**src/rtl/zigbee_pad_pkg.sv**
```systemverilog
// Shared types and default widths for the zigbee pad multiplexer.
package zigbee_pad_pkg;

    typedef enum logic {
        SETTLE = 1'b0,
        ACTIVE = 1'b1
    } state_e;

    localparam int ZB_PAD_IN_W  = 22;
    localparam int ZB_PAD_OUT_W = 18;
    localparam int ZB_PAD_N_CH  = 4;

endpackage

```
**src/rtl/zigbee_pad_sync.sv**
```systemverilog
// Multi-flop synchroniser for asynchronous pad inputs, reset to zero.
module zigbee_pad_sync #(
    parameter int W      = 1,
    parameter int STAGES = 2
) (
    input  logic         clk_i,
    input  logic         resetn_i,
    input  logic [W-1:0] d_i,
    output logic [W-1:0] q_o
);

    logic [STAGES-1:0][W-1:0] ff;

    always_ff @(posedge clk_i or negedge resetn_i) begin
        if (!resetn_i) ff <= '0;
        else           ff <= {ff[STAGES-2:0], d_i};
    end

    assign q_o = ff[STAGES-1];

endmodule

```
**src/rtl/zigbee_pad_mux.sv**
```systemverilog
// Pad-side channel mux: synchronised select with settle filter, blanked
// registered pad output, and strobe-qualified per-channel input capture.
module zigbee_pad_mux
    import zigbee_pad_pkg::*;
#(
    parameter int N_CH        = ZB_PAD_N_CH,
    parameter int SEL_W       = $clog2(N_CH),
    parameter int IN_W        = ZB_PAD_IN_W,
    parameter int OUT_W       = ZB_PAD_OUT_W,
    parameter int SYNC_STAGES = 2,
    parameter int SETTLE_CYC  = 4
) (
    input  logic                  clk_i,
    input  logic                  resetn_i,
    input  logic [SEL_W-1:0]      pad_sel_i,
    input  logic [IN_W-1:0]       pad_in_i,
    input  logic                  pad_strb_i,
    output logic [OUT_W-1:0]      pad_out_o,
    input  logic [N_CH*OUT_W-1:0] core_out_i,
    output logic [N_CH*IN_W-1:0]  core_in_o,
    output logic [N_CH-1:0]       core_in_vld_o,
    output logic [SEL_W-1:0]      ch_o,
    output logic                  active_o
);

    localparam int CNT_W = (SETTLE_CYC > 1) ? $clog2(SETTLE_CYC) : 1;
    localparam logic [CNT_W-1:0] CNT_MAX = CNT_W'(SETTLE_CYC - 1);

    logic [SEL_W-1:0] sel_s;
    logic [IN_W-1:0]  in_s;
    logic             strb_s;

    zigbee_pad_sync #(.W(SEL_W), .STAGES(SYNC_STAGES)) u_sync_sel (
        .clk_i(clk_i), .resetn_i(resetn_i), .d_i(pad_sel_i), .q_o(sel_s));
    zigbee_pad_sync #(.W(IN_W), .STAGES(SYNC_STAGES)) u_sync_in (
        .clk_i(clk_i), .resetn_i(resetn_i), .d_i(pad_in_i), .q_o(in_s));
    zigbee_pad_sync #(.W(1), .STAGES(SYNC_STAGES)) u_sync_strb (
        .clk_i(clk_i), .resetn_i(resetn_i), .d_i(pad_strb_i), .q_o(strb_s));

    state_e                  state_q, state_nx;
    logic [SEL_W-1:0]        cand_q, cand_nx;
    logic [CNT_W-1:0]        cnt_q, cnt_nx;
    logic [SEL_W-1:0]        ch_q, ch_nx;
    logic [OUT_W-1:0]        pad_out_q, pad_out_nx;
    logic [N_CH-1:0][IN_W-1:0] core_in_q;
    logic [N_CH-1:0]         vld_q;
    logic                    strb_q;
    logic                    cand_ok;
    logic                    cap;

    // Zero-extend before comparing so a power-of-two N_CH is not a constant compare.
    assign cand_ok = 32'(cand_q) < 32'(N_CH);

    always_comb begin
        state_nx = state_q;
        cand_nx  = cand_q;
        cnt_nx   = cnt_q;
        ch_nx    = ch_q;
        if (state_q == SETTLE) begin
            if (sel_s != cand_q) begin
                cand_nx = sel_s;
                cnt_nx  = '0;
            end else if (cand_ok && cnt_q == CNT_MAX) begin
                ch_nx    = cand_q;
                state_nx = ACTIVE;
            end else if (cnt_q != CNT_MAX) begin
                cnt_nx = cnt_q + 1'b1;
            end
        end else if (sel_s != ch_q) begin
            state_nx = SETTLE;
            cand_nx  = sel_s;
            cnt_nx   = '0;
        end
    end

    always_comb begin
        pad_out_nx = '0;
        if (state_nx == ACTIVE) begin
            for (int c = 0; c < N_CH; c++)
                if (ch_nx == SEL_W'(c)) pad_out_nx = core_out_i[c*OUT_W +: OUT_W];
        end
    end

    // A select change in the same cycle as a strobe edge wins: the edge is dropped.
    assign cap = strb_s & ~strb_q & (state_q == ACTIVE) & (sel_s == ch_q);

    always_ff @(posedge clk_i or negedge resetn_i) begin
        if (!resetn_i) begin
            state_q   <= SETTLE;
            cand_q    <= '0;
            cnt_q     <= '0;
            ch_q      <= '0;
            pad_out_q <= '0;
        end else begin
            state_q   <= state_nx;
            cand_q    <= cand_nx;
            cnt_q     <= cnt_nx;
            ch_q      <= ch_nx;
            pad_out_q <= pad_out_nx;
        end
    end

    always_ff @(posedge clk_i or negedge resetn_i) begin
        if (!resetn_i) begin
            core_in_q <= '0;
            vld_q     <= '0;
            strb_q    <= 1'b0;
        end else begin
            strb_q <= strb_s;
            vld_q  <= '0;
            for (int c = 0; c < N_CH; c++) begin
                if (cap && ch_q == SEL_W'(c)) begin
                    core_in_q[c] <= in_s;
                    vld_q[c]     <= 1'b1;
                end
            end
        end
    end

    assign pad_out_o     = pad_out_q;
    assign core_in_o     = core_in_q;
    assign core_in_vld_o = vld_q;
    assign ch_o          = ch_q;
    assign active_o      = (state_q == ACTIVE);

endmodule

```
**config.mk**
```make
export PLATFORM = sky130hd
export DESIGN_NAME = zigbee_pad_mux
export DESIGN_NICKNAME = d
export VERILOG_FILES = /design/src/rtl/zigbee_pad_pkg.sv /design/src/rtl/zigbee_pad_sync.sv /design/src/rtl/zigbee_pad_mux.sv
export SDC_FILE = /design/constraint.sdc
export NUM_CORES = 1
export LEC_CHECK = 0
export ABC_AREA = 1
export CORE_UTILIZATION = 30
export DETAILED_ROUTE_END_ITERATION = 12
export HOLD_SLACK_MARGIN = 0.12
export PLACE_DENSITY_LB_ADDON = 0.12
export SYNTH_ARGS = -nofsm -noshare
export SYNTH_HDL_FRONTEND = slang
export SYNTH_HIERARCHICAL = 1
export SYNTH_SLANG_ARGS = --single-unit
```
**constraint.sdc**
```tcl
create_clock -name clk_i -period 5.4 [get_ports clk_i]
set_input_delay 0.81 -clock clk_i [delete_from_list [all_inputs] [get_ports clk_i]]
set_output_delay 0.81 -clock clk_i [all_outputs]
set_load 0.05 [all_outputs]
```
==> results.json <==
{
  "die_w_um": 148,
  "grt_pass1_wl_mm": 27.8,
  "cpPeakStageDelay_ns": 0.67,
  "gp_congestion": 0.842,
  "firstDrtPassIters": 5,
  "cts_resized": 0,
  "setup_viol": 0,
  "initial_utilization_pct": 31.0,
  "grt_pass1_vias": 4934,
  "finalHoldViolations": 0,
  "placed_area_mm2": 0.00853,
  "cp.depth": 9,
  "end_kind": "flop",
  "io_buffers": 211,
  "antenna_found_initial": 1,
  "cellPowerDensity_mw_per_mm2": 342,
  "cp_cell_sequence": "inv_2 -> nand2_1 -> a21oi_1 -> nand2_1 -> nor3b_4 -> nand2_1 -> nor2_4 -> nand2_1 -> nand2_1",
  "syn_avg_cell_area_um2": 9.99,
  "synth_cells": 636,
  "status": "finished, final reports clean",
  "post_cts_buffers": 0,
  "clk_pin_slew_ns": 0.06,
  "ys_seq_area_share_pct": 66.2,
  "fin_skew_ns": 0.0110,
  "coreArea_mm2": 0.0205,
  "seq_area_mm2": 0.00420,
  "syn_area_mm2": 0.00635,
  "dpl.hpwl_mm": 12.7,
  "drtIter0Drc": 187,
  "num-fill-cells": 1934,
  "path_buf_inv": 1,
  "layout-drive-gt1-share_pct": 6.01,
  "yosysWarnings": 6,
  "vias": 4847,
  "hold_depth": 0,
  "tns_ns": 0,
  "fmax_ghz": 0.322,
  "fin_crit_ns": 3.11,
  "path_max_fanout": 28,
  "overflow": 0,
  "vdd.ir_drop.worst_mv": 0.202,
  "cts-root-buf": "clkbuf_16",
  "cts.sinks": 168,
  "worstPathRequired_ns": 5.75,
  "ant_nets": 0,
  "track_usage_pct": 17.1,
  "cts_buffers": 17,
  "rsz0062_at_grt": "no",
  "fin_area_mm2": 0.00920,
  "wire_per_inst_um": 15.9,
  "dp_slack_ns": 2.30,
  "reg2reg_depth": 9,
  "cts_tree": "yes",
  "slew_headroom_pct": 43.8,
  "slew_violations": 0,
  "fin_crit_sh_pct": 57.6,
  "crit_top_cell": "nand2_1",
  "critPathSlowestCell": "nor2_4",
  "setup_slack_ns": 2.29,
  "leakage_nw": 4.29,
  "fin_nets": 920,
  "worst_slew_pin_slew_ns": 0.842,
  "synthToLayoutAreaGrowth_pct": 44.8,
  "arrival_ns": 3.46,
  "grt_max_degree": 64,
  "yosysUniqueCellTypes": 22,
  "crit_family": "simple AND/OR/NAND/NOR gates",
  "synth_nets": 736,
  "ios": 212,
  "rows": 52,
  "htreeDepth": 4,
  "crit_type": "reg -> reg",
  "die-area_mm2": 0.0218,
  "drcViolationCount": 0,
  "ys_seq_elements": 168,
  "routed_wl_mm": 17.6,
  "hold_buffers": 0,
  "multi_input_area_mm2": 0.00163,
  "drv_cap": 0,
  "routed_via_density": 4.39,
  "cp-start-kind": "flop",
  "clock_latency_ns": 0.43,
  "hp-class": "reg -> reg",
  "clockBufferDepth": 2,
  "die_y_um": 148
}
-- worst register-to-register path, stage by stage, from the launching register on --
cell	delay, ns
dfrtp_1	0.44
inv_2	0.40
nand2_1	0.11
a21oi_1	0.13
nand2_1	0.17
nor3b_4	0.34
nand2_1	0.54
nor2_4	0.68
nand2_1	0.13
nand2_1	0.10
-- routing by layer --
metal  GRT usage (%)  part of all wire [%]
met5               0                     0
met4            5.93                   1.9
met3            4.66                   5.2
met2            28.2                    50
met1            21.6                    43
-- layout by cell type, fill, tap and decap left out, drive strengths merged --
cell,n
inv,62
clkinv,3
clkinvlp,1
a21oi,13
o21a,2
o21ai,112
diode,1
nor2,14
a31oi,5
nand3,21
ha,1
buf,4
clkbuf,19
nand2,181
dfrtp,168
nor3b,1
or2,8
xor2,1
bufinv,6
clkdlybuf4s50,210
-- final timing paths --
check	slack, ns	endpoint	startpoint
min in group asynchronous	0.39	u_sync_in/q_o[7]$_DFF_PN0_	resetn_i
hold / removal	0.35	u_sync_in/q_o[21]$_DFF_PN0_	u_sync_in/ff[21]$_DFF_PN0_
hold reg to reg	0.35	u_sync_in/q_o[21]$_DFF_PN0_	u_sync_in/ff[21]$_DFF_PN0_
setup reg to reg	2.29	core_in_o[71]$_DFFE_PN0P_	ch_o[0]$_DFF_PN0_
max in group asynchronous	3.79	core_in_o[76]$_DFFE_PN0P_	resetn_i
setup / recovery	2.29	core_in_o[71]$_DFFE_PN0P_	ch_o[0]$_DFF_PN0_
-- synthesized netlist by cell type --
library cell    n  share of area [%]
inv_1          59                3.5
nand2_2         1              0.099
buf_2           7               0.55
nand2_1       180                 11
dfrtp_1       168                 66
or2_2           8               0.79
o21a_1          2               0.24
nor3b_4         1               0.30
nor2_1         13               0.77
clkbuf_1       16               0.95
buf_4          25                3.0
nor2_4          1               0.18
xor2_1          1               0.14
nand3_2         4               0.63
o21ai_1         1              0.079
a21oi_1        13                1.0
inv_2           1              0.059
a31oi_1         5               0.49
nand3_1        17                1.3
buf_6           1               0.18
o21ai_0       111                8.7
ha_1            1               0.20
-- area by class of cell --
class	instances	area share (%)
diodes	1	0.0272
clock inverters	12	2.39
clock buffers	19	4.82
inverters	60	2.45
flip-flops and latches	168	45.7
well taps	270	3.67
repair buffers	214	23.2
multi-input cells	359	17.7
-- registers in the layout (all words and copies together) (netlist names) --
| register | cells |
|---|---|
| active_o | 1 |
| pad_out_o | 18 |
| u_sync_strb/q_o | 1 |
| u_sync_in/ff | 22 |
| u_sync_sel/ff | 2 |
| u_sync_in/q_o | 22 |
| ch_o | 2 |
| cnt_q | 2 |
| cand_q | 2 |
| u_sync_strb/ff | 1 |
| core_in_o | 88 |
| strb_q | 1 |
| core_in_vld_o | 4 |
| u_sync_sel/q_o | 2 |
-- logic make-up (layout without fill, tap and decap cells) --
kind of cell             Yosys count  count (layout)  share of synthesized area [%]
AO/OA/AOI/OAI                    132             132                           10.6
XOR/XNOR                           1               1                          0.138
adder cells (fa/ha/maj)            1               1                          0.197
buffers and inverters            109             305                           8.17
flip-flops                       168             168                           66.2
other                              0               1                              0
AND/OR/NAND/NOR                  225             225                           14.7
-- power breakdown --
| group | switching (mW) | internal, mW |
|---|---|---|
| Combinational | 0.300 | 0.155 |
| Sequential | 0.0271 | 1.29 |
| Clock | 0.496 | 0.878 |
| Total | 0.823 | 2.33 |
-- metrics by stage --
step / power, mW / util, % / cells / hold WS [ns]
final: 3.15 / 44.9 / 1103 / 0.347
after detailed placement: 1.80 / 41.6 / 1071 / 0.335
after CTS: 3.19 / 44.9 / 1102 / 0.349
after global placement: 1.79 / 41.6 / 1071 / 0.332
after global routing: 3.30 / 44.9 / 1103 / 0.354
after floorplan: 1.62 / - / 636 / 0.331
Power figures use the tool's default switching activity.
==> edit: new RTL, same flow settings <==
The parameter `SETTLE_CYC` goes from 4 to 2.
--- a/src/rtl/zigbee_pad_mux.sv
+++ b/src/rtl/zigbee_pad_mux.sv
@@ -10,3 +10,3 @@
     parameter int SYNC_STAGES = 2,
-    parameter int SETTLE_CYC  = 4
+    parameter int SETTLE_CYC  = 2
 ) (
Formal check against the unedited RTL: not equivalent (a bounded check fails within 4 cycles, from zero or initial values and one cycle with resetn_i low).
==> edit against the unedited design <==
- worst hold slack better by 0.0029 ns
- area after synthesis decreased by 1.7%
- via count down 3.0%
- global-route usage shrank 1.8 points
- final area is 1.8% lower
- non-clock buffer count stayed put
- sequential cell count decreased by 1
- first-iteration DRC count grew 29%
- synthesized cell count is 4.6% lower
- wire length decreased by 12%
- setup slack improved by 0.41 ns
- critical endpoint is now pad_out_o[10]$_DFF_PN0_
Power is not compared: it rests on default switching activity, and its combinational part moved more than twofold at a synthesized area within 25%.
==> edit: results (changes against the unedited design) <==
metric,value,unit,change
outcome,finished clean,,unchanged
All-Layer GR Usage,0.153,,was 0.171
crit path launch,u_sync_sel/q_o[0]$_DFF_PN0_,,was ch_o[0]$_DFF_PN0_
drt first pass iters,4,,was 5
"Largest stage delay, worst path",0.61,ns,was 0.67 ns
slowest CP cell,nand2_1,,was nor2_4
WP data arrival,2.98,ns,was 3.46 ns
first-pass GRT wire length,25200,um,"was 27,800 um"
layout cell share with drive strength beyond 1,0.0758,,was 0.0601
syn nets,706,,was 736
hpwl dp,11100,um,"was 12,700 um"
top post-synthesis cells by area,"dfrtp_1, nand2_1, o21ai_1, inv_1, o21ai_0",,"was dfrtp_1, nand2_1, o21ai_0, inv_1, buf_4"
Clock Sinks,167,,was 168
hold_sp,u_sync_sel/ff[1]$_DFF_PN0_,,was u_sync_in/ff[21]$_DFF_PN0_
sequential-to-total area share from yosys stat,0.669,,was 0.662
reg2reg setup slack,2.70,ns,was 2.29 ns
initial antenna violation count,0,,was 1
reg2reg end,pad_out_o[10]$_DFF_PN0_,,was core_in_o[71]$_DFFE_PN0P_
GRT met3 Usage,0.0441,,was 0.0466
global routing met1 resource utilization,0.188,,was 0.216
routed length on met3,975,um,was 914 um
WL met2,7650,um,was 8750 um
met2 Track Usage GR,0.253,,was 0.282
M1 wire length,6610,um,was 7570 um
drt initial violations,242,,was 187
Total Wirelength,15500,um,"was 17,600 um"
# diodes,0,,was 1
## edit: through the flow
step	hold WS, ns	util	setup WS [ns]	area, um^2	std cells
floorplan	0.331	-	3.25	6240	607
global placement	0.332	0.415	2.84	8420	1043
detailed placement	0.335	0.415	2.67	8420	1043
CTS	0.350	0.445	2.62	9030	1075
global route	0.357	0.445	2.24	9030	1075
finish	0.350	0.445	2.70	9030	1075
## edit: cell type report
type	count	area [um^2]	area share
clock inverter	15	184	0.0204
inverter	59	221	0.0245
timing repair buffer	214	2140	0.237
multi-input combinational	333	1550	0.171
sequential	167	4180	0.463
clock buffer	17	425	0.0471
tap	270	338	0.0374
## edit: logic make-up (layout without fill, tap and decap cells)
group	Yosys count	count (layout)	synth area share
AO/OA/AOI/OAI	129	129	0.107
AND/OR/NAND/NOR	204	204	0.141
flip-flops	167	167	0.669
buffers and inverters	107	305	0.0834
